**src/rtl/fpga_config_pkg.sv**
```systemverilog
// Shared constants and FSM encoding for the configuration bitstream loader.
//   WORD_W          : configuration frame width in bits (multiple of 8)
//   NUM_FRAMES      : number of frames in a full bitstream
//   BYTES_PER_FRAME : bytes needed to assemble one frame
//   SETTLE_CYCLES   : idle cycles between the last commit and ff_en
package fpga_config_pkg;

    localparam int WORD_W          = 224;
    localparam int NUM_FRAMES      = 43;
    localparam int BYTES_PER_FRAME = WORD_W / 8;
    localparam int SETTLE_CYCLES   = 10;

    typedef enum logic [2:0] {
        LOAD,
        COMMIT,
        SETTLE,
        ENABLE,
        DONE
    } cfg_state_t;

endpackage

```
**src/rtl/fpga_config_loader.sv**
```systemverilog
// Bitstream receiver: assembles bytes (MSB byte first) into WORD_W-bit frames
// and strobes each frame into the fabric, then enables fabric flops.
// Ports:
//   clock      : sole clock, rising edge
//   rst        : synchronous active-high reset
//   bs_data    : bitstream byte
//   bs_valid   : bs_data valid
//   bs_ready   : byte can be accepted (LOAD state only)
//   configs_in : assembled frame data
//   configs_en : one-hot single-cycle frame write strobe
//   ff_en      : fabric flip-flop enable
//   rdy        : configuration complete
//   frame_idx  : number of committed frames
module fpga_config_loader #(
    parameter int WORD_W        = fpga_config_pkg::WORD_W,
    parameter int NUM_FRAMES    = fpga_config_pkg::NUM_FRAMES,
    parameter int SETTLE_CYCLES = fpga_config_pkg::SETTLE_CYCLES
) (
    input  logic                            clock,
    input  logic                            rst,
    input  logic [7:0]                      bs_data,
    input  logic                            bs_valid,
    output logic                            bs_ready,
    output logic [WORD_W-1:0]               configs_in,
    output logic [NUM_FRAMES-1:0]           configs_en,
    output logic                            ff_en,
    output logic                            rdy,
    output logic [$clog2(NUM_FRAMES+1)-1:0] frame_idx
);
    import fpga_config_pkg::*;

    localparam int BPF = WORD_W / 8;
    localparam int BCW = $clog2(BPF + 1);
    localparam int FIW = $clog2(NUM_FRAMES + 1);
    // +2 keeps the counter at least one bit wide even with no settle time
    localparam int SCW = $clog2(SETTLE_CYCLES + 2);

    cfg_state_t        state_q, state_d;
    logic [WORD_W-1:0] configs_q, configs_d;
    logic [BCW-1:0]    byte_cnt_q, byte_cnt_d;
    logic [FIW-1:0]    frame_idx_q, frame_idx_d;
    logic [SCW-1:0]    settle_q, settle_d;
    logic              ff_en_q, ff_en_d;
    logic              rdy_q, rdy_d;

    logic accept, last_byte, last_frame, settle_done;

    assign accept      = (state_q == LOAD) && bs_valid;
    assign last_byte   = (byte_cnt_q == BCW'(BPF - 1));
    assign last_frame  = (frame_idx_q == FIW'(NUM_FRAMES - 1));
    assign settle_done = (SETTLE_CYCLES == 0) || (settle_q == SCW'(SETTLE_CYCLES - 1));

    // State and datapath registers
    always_ff @(posedge clock) begin
        if (rst) begin
            state_q     <= LOAD;
            configs_q   <= '0;
            byte_cnt_q  <= '0;
            frame_idx_q <= '0;
            settle_q    <= '0;
            ff_en_q     <= 1'b0;
            rdy_q       <= 1'b0;
        end else begin
            state_q     <= state_d;
            configs_q   <= configs_d;
            byte_cnt_q  <= byte_cnt_d;
            frame_idx_q <= frame_idx_d;
            settle_q    <= settle_d;
            ff_en_q     <= ff_en_d;
            rdy_q       <= rdy_d;
        end
    end

    // Next-state and datapath update
    always_comb begin
        state_d     = state_q;
        configs_d   = configs_q;
        byte_cnt_d  = byte_cnt_q;
        frame_idx_d = frame_idx_q;
        settle_d    = settle_q;
        ff_en_d     = ff_en_q;
        rdy_d       = rdy_q;
        case (state_q)
            LOAD: begin
                if (accept) begin
                    // Earlier bytes migrate toward the MSBs
                    configs_d = (configs_q << 8) | WORD_W'(bs_data);
                    if (last_byte) begin
                        byte_cnt_d = '0;
                        state_d    = COMMIT;
                    end else begin
                        byte_cnt_d = byte_cnt_q + 1'b1;
                    end
                end
            end
            COMMIT: begin
                frame_idx_d = frame_idx_q + 1'b1;
                state_d     = last_frame ? SETTLE : LOAD;
            end
            SETTLE: begin
                if (settle_done) begin
                    settle_d = '0;
                    state_d  = ENABLE;
                end else begin
                    settle_d = settle_q + 1'b1;
                end
            end
            ENABLE: begin
                ff_en_d = 1'b1;
                state_d = DONE;
            end
            DONE: begin
                rdy_d = 1'b1;
            end
            default: state_d = LOAD;
        endcase
    end

    // Outputs
    always_comb begin
        bs_ready   = (state_q == LOAD);
        configs_en = '0;
        if (state_q == COMMIT)
            configs_en = NUM_FRAMES'(1) << frame_idx_q;
    end

    assign configs_in = configs_q;
    assign ff_en      = ff_en_q;
    assign rdy        = rdy_q;
    assign frame_idx  = frame_idx_q;

endmodule

```
**config.mk**
```make
export PLATFORM = sky130hd
export DESIGN_NAME = fpga_config_loader
export DESIGN_NICKNAME = d
export VERILOG_FILES = /design/src/rtl/fpga_config_pkg.sv /design/src/rtl/fpga_config_loader.sv
export SDC_FILE = /design/constraint.sdc
export NUM_CORES = 1
export LEC_CHECK = 0
export CORE_MARGIN = 2
export CORE_UTILIZATION = 50
export CTS_BUF_LIST = sky130_fd_sc_hd__clkbuf_8
export DETAILED_ROUTE_END_ITERATION = 8
export DONT_BUFFER_PORTS = 1
export PLACE_DENSITY_LB_ADDON = 0.15
export SLEW_MARGIN = 20
export SYNTH_ARGS = -nofsm -noshare
export SYNTH_HDL_FRONTEND = slang
export SYNTH_SLANG_ARGS = --single-unit
export TNS_END_PERCENT = 5
```
**constraint.sdc**
```tcl
create_clock -name clock -period 1.9 [get_ports clock]
set_clock_uncertainty 0.1 [all_clocks]
set_input_delay 0.38 -clock clock [delete_from_list [all_inputs] [get_ports clock]]
set_output_delay 0.38 -clock clock [all_outputs]
set_load 0.05 [all_outputs]
```
==> results of run 1 <==
## repair_timing
action,4_1_cts,5_1_grt
gates resized for setup,36,9
pin swaps,6,4
setup endpoints to repair,44,49
setup buffers,0,1
cloned,1,0
hold endpoints to repair,242,233
hold buffers,10,2
## placed cells by master (no fill, tap or decap), drive strengths merged, types with 3 or more instances in the layout
cell type / count
a21oi: 236
and3: 7
buf: 75
clkbuf: 54
clkinv: 3
dfxtp: 244
dlygate4sd3: 12
ha: 7
inv: 21
nand2: 469
nand2b: 4
nand3: 5
nand3b: 5
nor2: 46
nor2b: 6
nor3: 3
nor3b: 3
or3: 3
## layer usage
layer / vias up / global-route usage, % / share of wire [%] / routed length (um)
met1: 3539 / 28.7 / 41 / 9550
met2: 268 / 35.9 / 46 / 10800
li1: 3825 / - / - / -
met3: 43 / 10.5 / 11 / 2530
met4: 0 / 8.50 / 2.7 / 633
met5: - / 0 / 0 / 0
## report_power, final
group          switching (uW)  internal, uW
Sequential               87.9          5140
Clock                    2000          2810
Combinational             171          64.5
Total                    2260          8010
## critical path, cell delays in order, from the launching register on
cell     delay, ns
dfxtp_1       0.31
or3b_4        0.41
or3_4         0.50
nor2_4        0.16
buf_12        0.15
## kinds of logic (layout without fill, tap and decap cells)
family	after synthesis	after routing	share of synthesized area, %
buffers and inverters	95	168	4.71
flip-flops	244	244	54.5
multiplexers	4	4	0.475
AO/OA/AOI/OAI	244	244	13.9
XOR/XNOR	1	1	0.0978
adder cells (fa/ha/maj)	7	7	0.978
AND/OR/NAND/NOR	562	563	25.3
## worst min path at each step
stage	end	slack (ns)	startpoint
2_1_floorplan	byte_cnt_q[1]$_SDFFE_PP0P_	0.35	byte_cnt_q[1]$_SDFFE_PP0P_
3_3_place_gp	byte_cnt_q[1]$_SDFFE_PP0P_	0.36	byte_cnt_q[1]$_SDFFE_PP0P_
3_5_place_dp	byte_cnt_q[1]$_SDFFE_PP0P_	0.36	byte_cnt_q[1]$_SDFFE_PP0P_
4_1_cts	configs_in[212]$_SDFFE_PP0P_	-0.19	rst
5_1_grt	configs_in[212]$_SDFFE_PP0P_	-0.19	rst
6_report	configs_in[212]$_SDFFE_PP0P_	-0.15	rst
## cells in the mapped netlist, drive strengths merged (2+ instances only)
master  count  share of area [%]
a21oi     236                 13
buf        42                2.5
a211oi      2               0.17
and3        7               0.49
nor3b       3               0.31
inv         8               0.34
nand2     469                 20
mux2        2               0.25
mux2i       2               0.22
or3         2               0.20
or4b        2               0.27
nand3       5               0.28
nand3b      5               0.42
ha          7               0.98
nand4b      2               0.20
nor2b       6               0.42
nor3        3               0.17
dfxtp     244                 55
nand4       2               0.14
nor2       46                1.9
clkbuf     45                1.9
o21ai       2               0.11
nand2b      4               0.28
## sequential cells by signal (all words and copies together) (netlist names)
name and cells:
byte_cnt_q 5, configs_in 224, ff_en 1, frame_idx 6, rdy 1, settle_q 4, state_q 3
## through the flow
| step | utilization (%) | hold slack (ns) | TNS [ns] | power (uW) |
|---|---|---|---|---|
| floorplan | - | 0.349 | -14.87 | 5570 |
| global placement | 56.8 | 0.356 | -2.36 | 5570 |
| detailed placement | 56.8 | 0.363 | -2.82 | 5570 |
| CTS | 63.2 | -0.193 | -21.06 | 10400 |
| global route | 63.6 | -0.195 | -24.04 | 10700 |
| finish | 63.6 | -0.155 | -19.51 | 10300 |
## final cells by class
| cell class | count | share of cell area, % |
|---|---|---|
| well taps | 225 | 2.54 |
| clock inverters | 19 | 1.20 |
| clock buffers | 54 | 6.71 |
| multi-input cells | 819 | 35.0 |
| repair buffers | 87 | 10.0 |
| flip-flops and latches | 244 | 44.2 |
| inverters | 8 | 0.305 |
==> results.json, run 1 <==
{
  "cts.path.max_buffers": 3,
  "fin_crit_ns": 2.50,
  "max_freq_mhz": 399,
  "wl_um": 23500,
  "avgSynthCellArea_um2": 7.74,
  "synth_fp_nets": 1175,
  "yosysWarnings": 0,
  "cp-startpoint": "state_q[1]$_SDFFE_PP0P_",
  "path_clk_slew_ns": 0.06,
  "async_flop_share_pct": 0,
  "die_w_um": 138,
  "die_y_um": 138,
  "initial_core_util_pct": 51.4,
  "grt_start_max_net_pins": 249,
  "hold_viol_final": 111,
  "r2r_setup_slack_ns": 0.05,
  "htreeDepth": 2,
  "p_leak_uw": 0.00374,
  "dp.cells": 1369,
  "finalSetupViolations": 43,
  "grt_pass1_wl_um": 35900,
  "regArea_um2": 4890,
  "grt_pass1_vias": 6949,
  "vias": 7675,
  "drcViolationCount": 0,
  "wl_per_cell_um": 16.2,
  "ios": 287,
  "final_nets": 1218,
  "place_ws_ns": -0.190,
  "status": "finished with violations",
  "nFillCells": 1553,
  "rows": 48,
  "num_antenna_cells": 0,
  "place_area_um2": 9890,
  "grt_usage_pct": 23.3,
  "synthCells": 1157,
  "synth.yosys.seq_area_share_pct": 54.5,
  "endpoint_kind": "output pin",
  "p_per_area_nw_per_um2": 928,
  "cts_tree": "done",
  "slew_violations": 0,
  "core_um2": 17400,
  "syn_to_final_growth_pct": 23.7,
  "crit_path_start_kind": "flop",
  "grt_setup_unrepaired": "yes",
  "finalCritPeriodShare_pct": 132,
  "crit_arrival_ns": 2.02,
  "violations": "hold timing, setup timing",
  "holdPathStages": 1,
  "netlist_area_um2": 8960,
  "critPathRequiredTime_ns": 1.42,
  "numCtsBuffers": 40,
  "r2r_start": "state_q[0]$_SDFFE_PP0P_",
  "drt_iter0_drc": 480,
  "synth-edff-count": 0,
  "antenna_left": 0,
  "fin_cells": 1456,
  "port_buffers": 0,
  "min_path_type": "in -> reg",
  "cts.sinks": 244,
  "worstSetupPathType": "reg -> out",
  "hpwl_um": 15100,
  "multi_input_area_um2": 3880,
  "cts_root_buffer": "clkbuf_8",
  "synth.distinct_cells": 39,
  "die_area_um2": 19000,
  "first_pass_iters": 5,
  "synthFlopType": "dfxtp_1",
  "place_congestion": 0.790,
  "stdcell_area_um2": 11100,
  "fin_ws_ns": -0.604,
  "vias_per_cell": 5.27,
  "endpoint": "configs_en[4]",
  "holdWs_ns": -0.155,
  "clock_latency_ns": 0.52,
  "r2r_cells": 6,
  "ir_drop_mv": 0.683,
  "antenna_found_initial": 0,
  "synth_seq_cells": 244,
  "worstMarginPinSlew_ns": 0.677,
  "cp_max_fo": 7,
  "drive_gt1_share_pct": 16.0,
  "slew_headroom_pct": 54.8,
  "drv_cap": 0,
  "overflow": 0,
  "r2r-end": "frame_idx[2]$_SDFFE_PP0P_"
}
Power figures use the tool's default switching activity.
==> run 2: changes to the inputs <==
==> constraint.sdc (replaced) <==
create_clock -name clock -period 2.15 [get_ports clock]
set_clock_uncertainty 0.1 [all_clocks]
set_input_delay 0.43 -clock clock [delete_from_list [all_inputs] [get_ports clock]]
set_output_delay 0.43 -clock clock [all_outputs]
set_load 0.05 [all_outputs]
==> results.json, run 2 (synthesis results as in run 1) <==
{
  "status": "finished with violations",
  "violations": "hold timing, setup timing",
  "first_pass_iters": 7,
  "slowest_stage": "or3_4",
  "multi_input_area_um2": 3900,
  "rows": 48,
  "place_congestion": 0.768,
  "endpoint_kind": "output pin",
  "vias": 7655,
  "slew_headroom_pct": 56.0,
  "place_ws_ns": -0.0231,
  "worstMarginPinSlew_ns": 0.659,
  "syn_to_final_growth_pct": 22.7,
  "ios": 287,
  "grt_usage_pct": 23.2,
  "p_leak_uw": 0.00369,
  "overflow": 0,
  "final_nets": 1214,
  "cts_tree": "done",
  "cts_root_buffer": "clkbuf_8",
  "crit_chain": "or3b_4, or3_4, nor2_4, buf_12",
  "port_buffers": 0,
  "holdPathStages": 1,
  "htreeDepth": 2,
  "holdWs_ns": -0.119,
  "antenna_found_initial": 0,
  "worst_path_largest_cell_delay_ns": 0.46,
  "drcViolationCount": 0,
  "die_y_um": 138,
  "cts.path.max_buffers": 3,
  "finalSetupViolations": 43,
  "final_common_cell": "nand2_1",
  "grt_pass1_vias": 6861,
  "stdcell_area_um2": 11000,
  "grt_setup_unrepaired": "yes",
  "r2r_cells": 5,
  "nFillCells": 1568,
  "die_area_um2": 19000,
  "grt_pass1_wl_um": 35400,
  "largest_reg_flops": 224,
  "slew_violations": 0,
  "fin_crit_ns": 2.54,
  "p_per_area_nw_per_um2": 797,
  "post-cts-setup-buffer-count": 0,
  "num_antenna_cells": 0,
  "critPathRequiredTime_ns": 1.62,
  "hold_viol_final": 140,
  "drt_iter0_drc": 461,
  "antenna_left": 0,
  "path_depth": 4,
  "wl_um": 23400,
  "final_cell_mix": "nand2_1, dfxtp_1, a21oi_1",
  "fin_ws_ns": -0.387,
  "die_w_um": 138,
  "crit_arrival_ns": 2.01,
  "place_area_um2": 9880,
  "cp_max_fo": 7,
  "min_path_type": "in -> reg",
  "path_clk_slew_ns": 0.06,
  "ir_drop_mv": 0.512,
  "critPathBufInv": 1,
  "vias_per_cell": 5.28,
  "clock_latency_ns": 0.51,
  "numCtsBuffers": 40,
  "cpLargestDelayFamily": "simple AND/OR/NAND/NOR gates",
  "max_freq_mhz": 394,
  "wl_per_cell_um": 16.1,
  "hpwl_um": 15100,
  "finalCritPeriodShare_pct": 118,
  "initial_core_util_pct": 51.4,
  "cts.sinks": 244,
  "core_um2": 17400,
  "crit_path_start_kind": "flop",
  "grt_start_max_net_pins": 249,
  "hold_buffers": 10,
  "regArea_um2": 4890,
  "drv_cap": 0,
  "drive_gt1_share_pct": 16.1,
  "worstSetupPathType": "reg -> out"
}
run 2: changes by cell type in the layout (fill, tap and decap cells not counted), moves of 2 or more:
cell and change:
nand2b_4 +2, inv_1 -5, clkbuf_8 -2, ha_1 -3, nor2_2 -2, nand2b_1 -2, ha_2 +3, dfxtp_2 -3
dlygate4sd3_1 -2, buf_4 -4, clkinv_2 +4, dfxtp_1 +2, bufinv_16 -2
run 2: metrics by stage:
stage	power (uW)	setup TNS, ns	util, %	std cells
detailed placement	4920	-0.0625	56.7	1368
global route	9070	-15.30	63.1	1449
global placement	4920	-0.0000520	56.7	1368
CTS	8890	-12.80	62.8	1449
finish	8760	-11.73	63.1	1449
floorplan	4920	-6.26	-	1157
run 2: worst paths after layout:
kind                               from                            to  slack (ns)
max             state_q[1]$_SDFFE_PP0P_                 configs_en[0]       -0.39
min                                 rst  configs_in[220]$_SDFFE_PP0P_       -0.12
max reg2reg     state_q[1]$_SDFFE_PP0P_     frame_idx[3]$_SDFFE_PP0P_        0.02
min reg2reg  byte_cnt_q[0]$_SDFFE_PP0P_    byte_cnt_q[0]$_SDFFE_PP0P_        0.39
run 2: layout make-up:
| type | count | share of cell area [%] |
|---|---|---|
| Sequential cell | 244 | 44.5 |
| Multi-Input combinational cell | 819 | 35.5 |
| Timing Repair Buffer | 83 | 9.89 |
| Clock buffer | 52 | 6.51 |
| Tap cell | 225 | 2.56 |
| Clock inverter | 18 | 0.774 |
| Inverter | 8 | 0.307 |
run 2: timing repair:
action | CTS | global route
endpoints found under the setup margin | 43 | 44
gates resized for setup | 36 | 15
pin swaps | 6 | 1
gates cloned | 1 | 0
endpoints found under the hold margin | 240 | 230
run 2: worst register-to-register path: stages (launching register included):
cell,delay [ns]
dfxtp_1,0.31
or3b_4,0.43
buf_4,0.16
or3_1,0.34
a21oi_1,0.16
dlygate4sd3_1,0.56
run 2: power by group:
part | leakage (uW) | internal (uW) | switching, uW
Sequential | 0.00197 | 4540 | 77.7
Clock | 0.000454 | 2170 | 1770
Combinational | 0.00127 | 54.6 | 151
run 2: routing by layer:
metal | part of all wire, % | vias to the layer above | GRT usage (%)
met5 | 0 | - | 0
met4 | 3.3 | 0 | 10.5
met3 | 10 | 47 | 9.35
met2 | 46 | 270 | 35.2
met1 | 41 | 3515 | 29.0
li1 | - | 3823 | -
==> run 3: changes to the inputs <==
--- a/config.mk
+++ b/config.mk
@@ -10,7 +10,7 @@
 export CTS_BUF_LIST = sky130_fd_sc_hd__clkbuf_8
 export DETAILED_ROUTE_END_ITERATION = 8
 export DONT_BUFFER_PORTS = 1
-export PLACE_DENSITY_LB_ADDON = 0.15
+export PLACE_DENSITY_LB_ADDON = 0.05
 export SLEW_MARGIN = 20
 export SYNTH_ARGS = -nofsm -noshare
 export SYNTH_HDL_FRONTEND = slang
==> results.json, run 3 (synthesis results as in run 1) <==
{
  "wl_um": 23200,
  "die_w_um": 138,
  "grt_usage_pct": 23.2,
  "wl_per_cell_um": 16.0,
  "overflow": 0,
  "cts_tree": "done",
  "status": "finished with violations",
  "final_nets": 1219,
  "p_leak_uw": 0.00370,
  "violations": "hold timing, setup timing",
  "die_area_um2": 19000,
  "slowest_stage": "or3_4",
  "cp-startpoint": "state_q[1]$_SDFFE_PP0P_",
  "critPathBufInv": 1,
  "endpoint": "configs_en[1]",
  "p_comb_share_pct": 2.5,
  "holdWs_ns": -0.111,
  "htreeDepth": 2,
  "initial_core_util_pct": 51.4,
  "drt_iter0_drc": 486,
  "swShare_pct": 22.7,
  "cts_root_buffer": "clkbuf_8",
  "drv_cap": 0,
  "largest_reg_flops": 224,
  "critPathRequiredTime_ns": 1.62,
  "power_frac_seq_pct": 53.4,
  "cts.path.max_buffers": 3,
  "fin_ws_ns": -0.381,
  "cpLargestDelayFamily": "simple AND/OR/NAND/NOR gates",
  "r2r_start": "state_q[1]$_SDFFE_PP0P_",
  "grt_start_max_net_pins": 249,
  "p_int_uw": 6680,
  "crit_path_start_kind": "flop",
  "final_cell_mix": "nand2_1, dfxtp_1, a21oi_1",
  "rows": 48,
  "fin_util_pct": 63.2,
  "grt_pass1_vias": 6794,
  "drive_gt1_share_pct": 15.1,
  "drcViolationCount": 0,
  "slew_headroom_pct": 56.3,
  "num_antenna_cells": 0,
  "path_clk_slew_ns": 0.05,
  "ir_drop_mv": 0.557,
  "clock_latency_ns": 0.52,
  "path_depth": 4,
  "max_freq_mhz": 395,
  "grt_pass1_wl_um": 35500,
  "crit_arrival_ns": 2.00,
  "vias": 7576,
  "endpoint_kind": "output pin",
  "crit_chain": "or3b_4, or3_4, nor2_4, buf_12",
  "vias_per_cell": 5.21,
  "r2r-end": "frame_idx[3]$_SDFFE_PP0P_",
  "antenna_left": 0,
  "multi_input_area_um2": 3900,
  "r2r_setup_slack_ns": 0.03,
  "cp_max_fo": 7,
  "place_congestion": 0.780,
  "clockPowerShare_pct": 44.1,
  "fin_crit_ns": 2.53,
  "worstMarginPinSlew_ns": 0.654,
  "die_y_um": 138,
  "ios": 287,
  "min_path_type": "in -> reg",
  "r2r_cells": 5,
  "hold_viol_final": 17,
  "cts.sinks": 244,
  "nFillCells": 1583,
  "regArea_um2": 4890,
  "numCtsBuffers": 40,
  "finalCritPeriodShare_pct": 118,
  "slew_violations": 0,
  "core_um2": 17400,
  "grt_setup_unrepaired": "yes",
  "syn_to_final_growth_pct": 22.9,
  "p_sw_uw": 1970,
  "place_ws_ns": -0.00665,
  "port_buffers": 0,
  "p_per_area_nw_per_um2": 786,
  "hpwl_um": 14900,
  "worstSetupPathType": "reg -> out",
  "finalSetupViolations": 43,
  "place_area_um2": 9850,
  "antenna_found_initial": 0,
  "first_pass_iters": 4,
  "worst_path_largest_cell_delay_ns": 0.46,
  "stdcell_area_um2": 11000,
  "final_common_cell": "nand2_1"
}
run 3: cell count changes in the layout (fill, tap and decap cells not counted), moves of 2 or more:
| cell | delta |
|---|---|
| dlygate4sd3_1 | +7 |
| inv_1 | +8 |
| clkinv_2 | -6 |
| clkbuf_8 | -2 |
run 3: how the worst min path moves through the flow:
stage                              endpoint  depth (start not counted)  slack [ns]                       start
3_5_place_dp     byte_cnt_q[1]$_SDFFE_PP0P_                          2        0.37  byte_cnt_q[1]$_SDFFE_PP0P_
4_1_cts        configs_in[220]$_SDFFE_PP0P_                          1       -0.13                         rst
2_1_floorplan    byte_cnt_q[1]$_SDFFE_PP0P_                          2        0.35  byte_cnt_q[1]$_SDFFE_PP0P_
5_1_grt        configs_in[212]$_SDFFE_PP0P_                          1       -0.13                         rst
6_report       configs_in[220]$_SDFFE_PP0P_                          1       -0.11                         rst
3_3_place_gp     byte_cnt_q[1]$_SDFFE_PP0P_                          2        0.36  byte_cnt_q[1]$_SDFFE_PP0P_
run 3: cell type report:
type | count | area share (%)
Tap cell | 225 | 2.56
Clock inverter | 19 | 0.728
Timing Repair Buffer | 88 | 10.3
Clock buffer | 50 | 6.25
Sequential cell | 244 | 44.4
Multi-Input combinational cell | 819 | 35.4
Inverter | 8 | 0.307
run 3: worst register-to-register path, stage by stage (launching register included):
cell and delay [ns]:
dfxtp_1 0.31, or3b_4 0.42, buf_4 0.18, or3_1 0.36
a21oi_2 0.14, dlygate4sd3_1 0.56
run 3: routing by layer:
layer,wire length (um),global-route usage (%),vias up
li1,-,-,3829
met1,9490,28.5,3469
met2,10700,36.5,235
met3,2440,10.0,43
met4,573,7.99,0
met5,0,0,-
run 3: power by group through the flow:
stage / registers (uW) / clock network [uW] / logic (uW)
final: 4620 / 3820 / 213
after global routing: 4620 / 4110 / 234
after CTS: 4620 / 3920 / 203
after detailed placement: 4720 / 0 / 202
after global placement: 4720 / 0 / 202
after floorplan: 4710 / 0 / 210
run 3: through the flow:
stage	std cells	power (uW)	setup TNS (ns)
after floorplan	1157	4920	-6.26
after global placement	1364	4920	0
after detailed placement	1364	4920	-0.00665
after CTS	1445	8750	-12.59
after global routing	1453	8960	-14.97
final	1453	8650	-11.49
run 3: what timing repair did:
item | in CTS | in global routing
gates resized for setup | 46 | 1
pin swaps | 7 | 0
endpoints found under the hold margin | 240 | 231
cloned | 1 | 0
hold buffers | 9 | 8
setup buffers | 2 | 0
endpoints found under the setup margin | 43 | 44
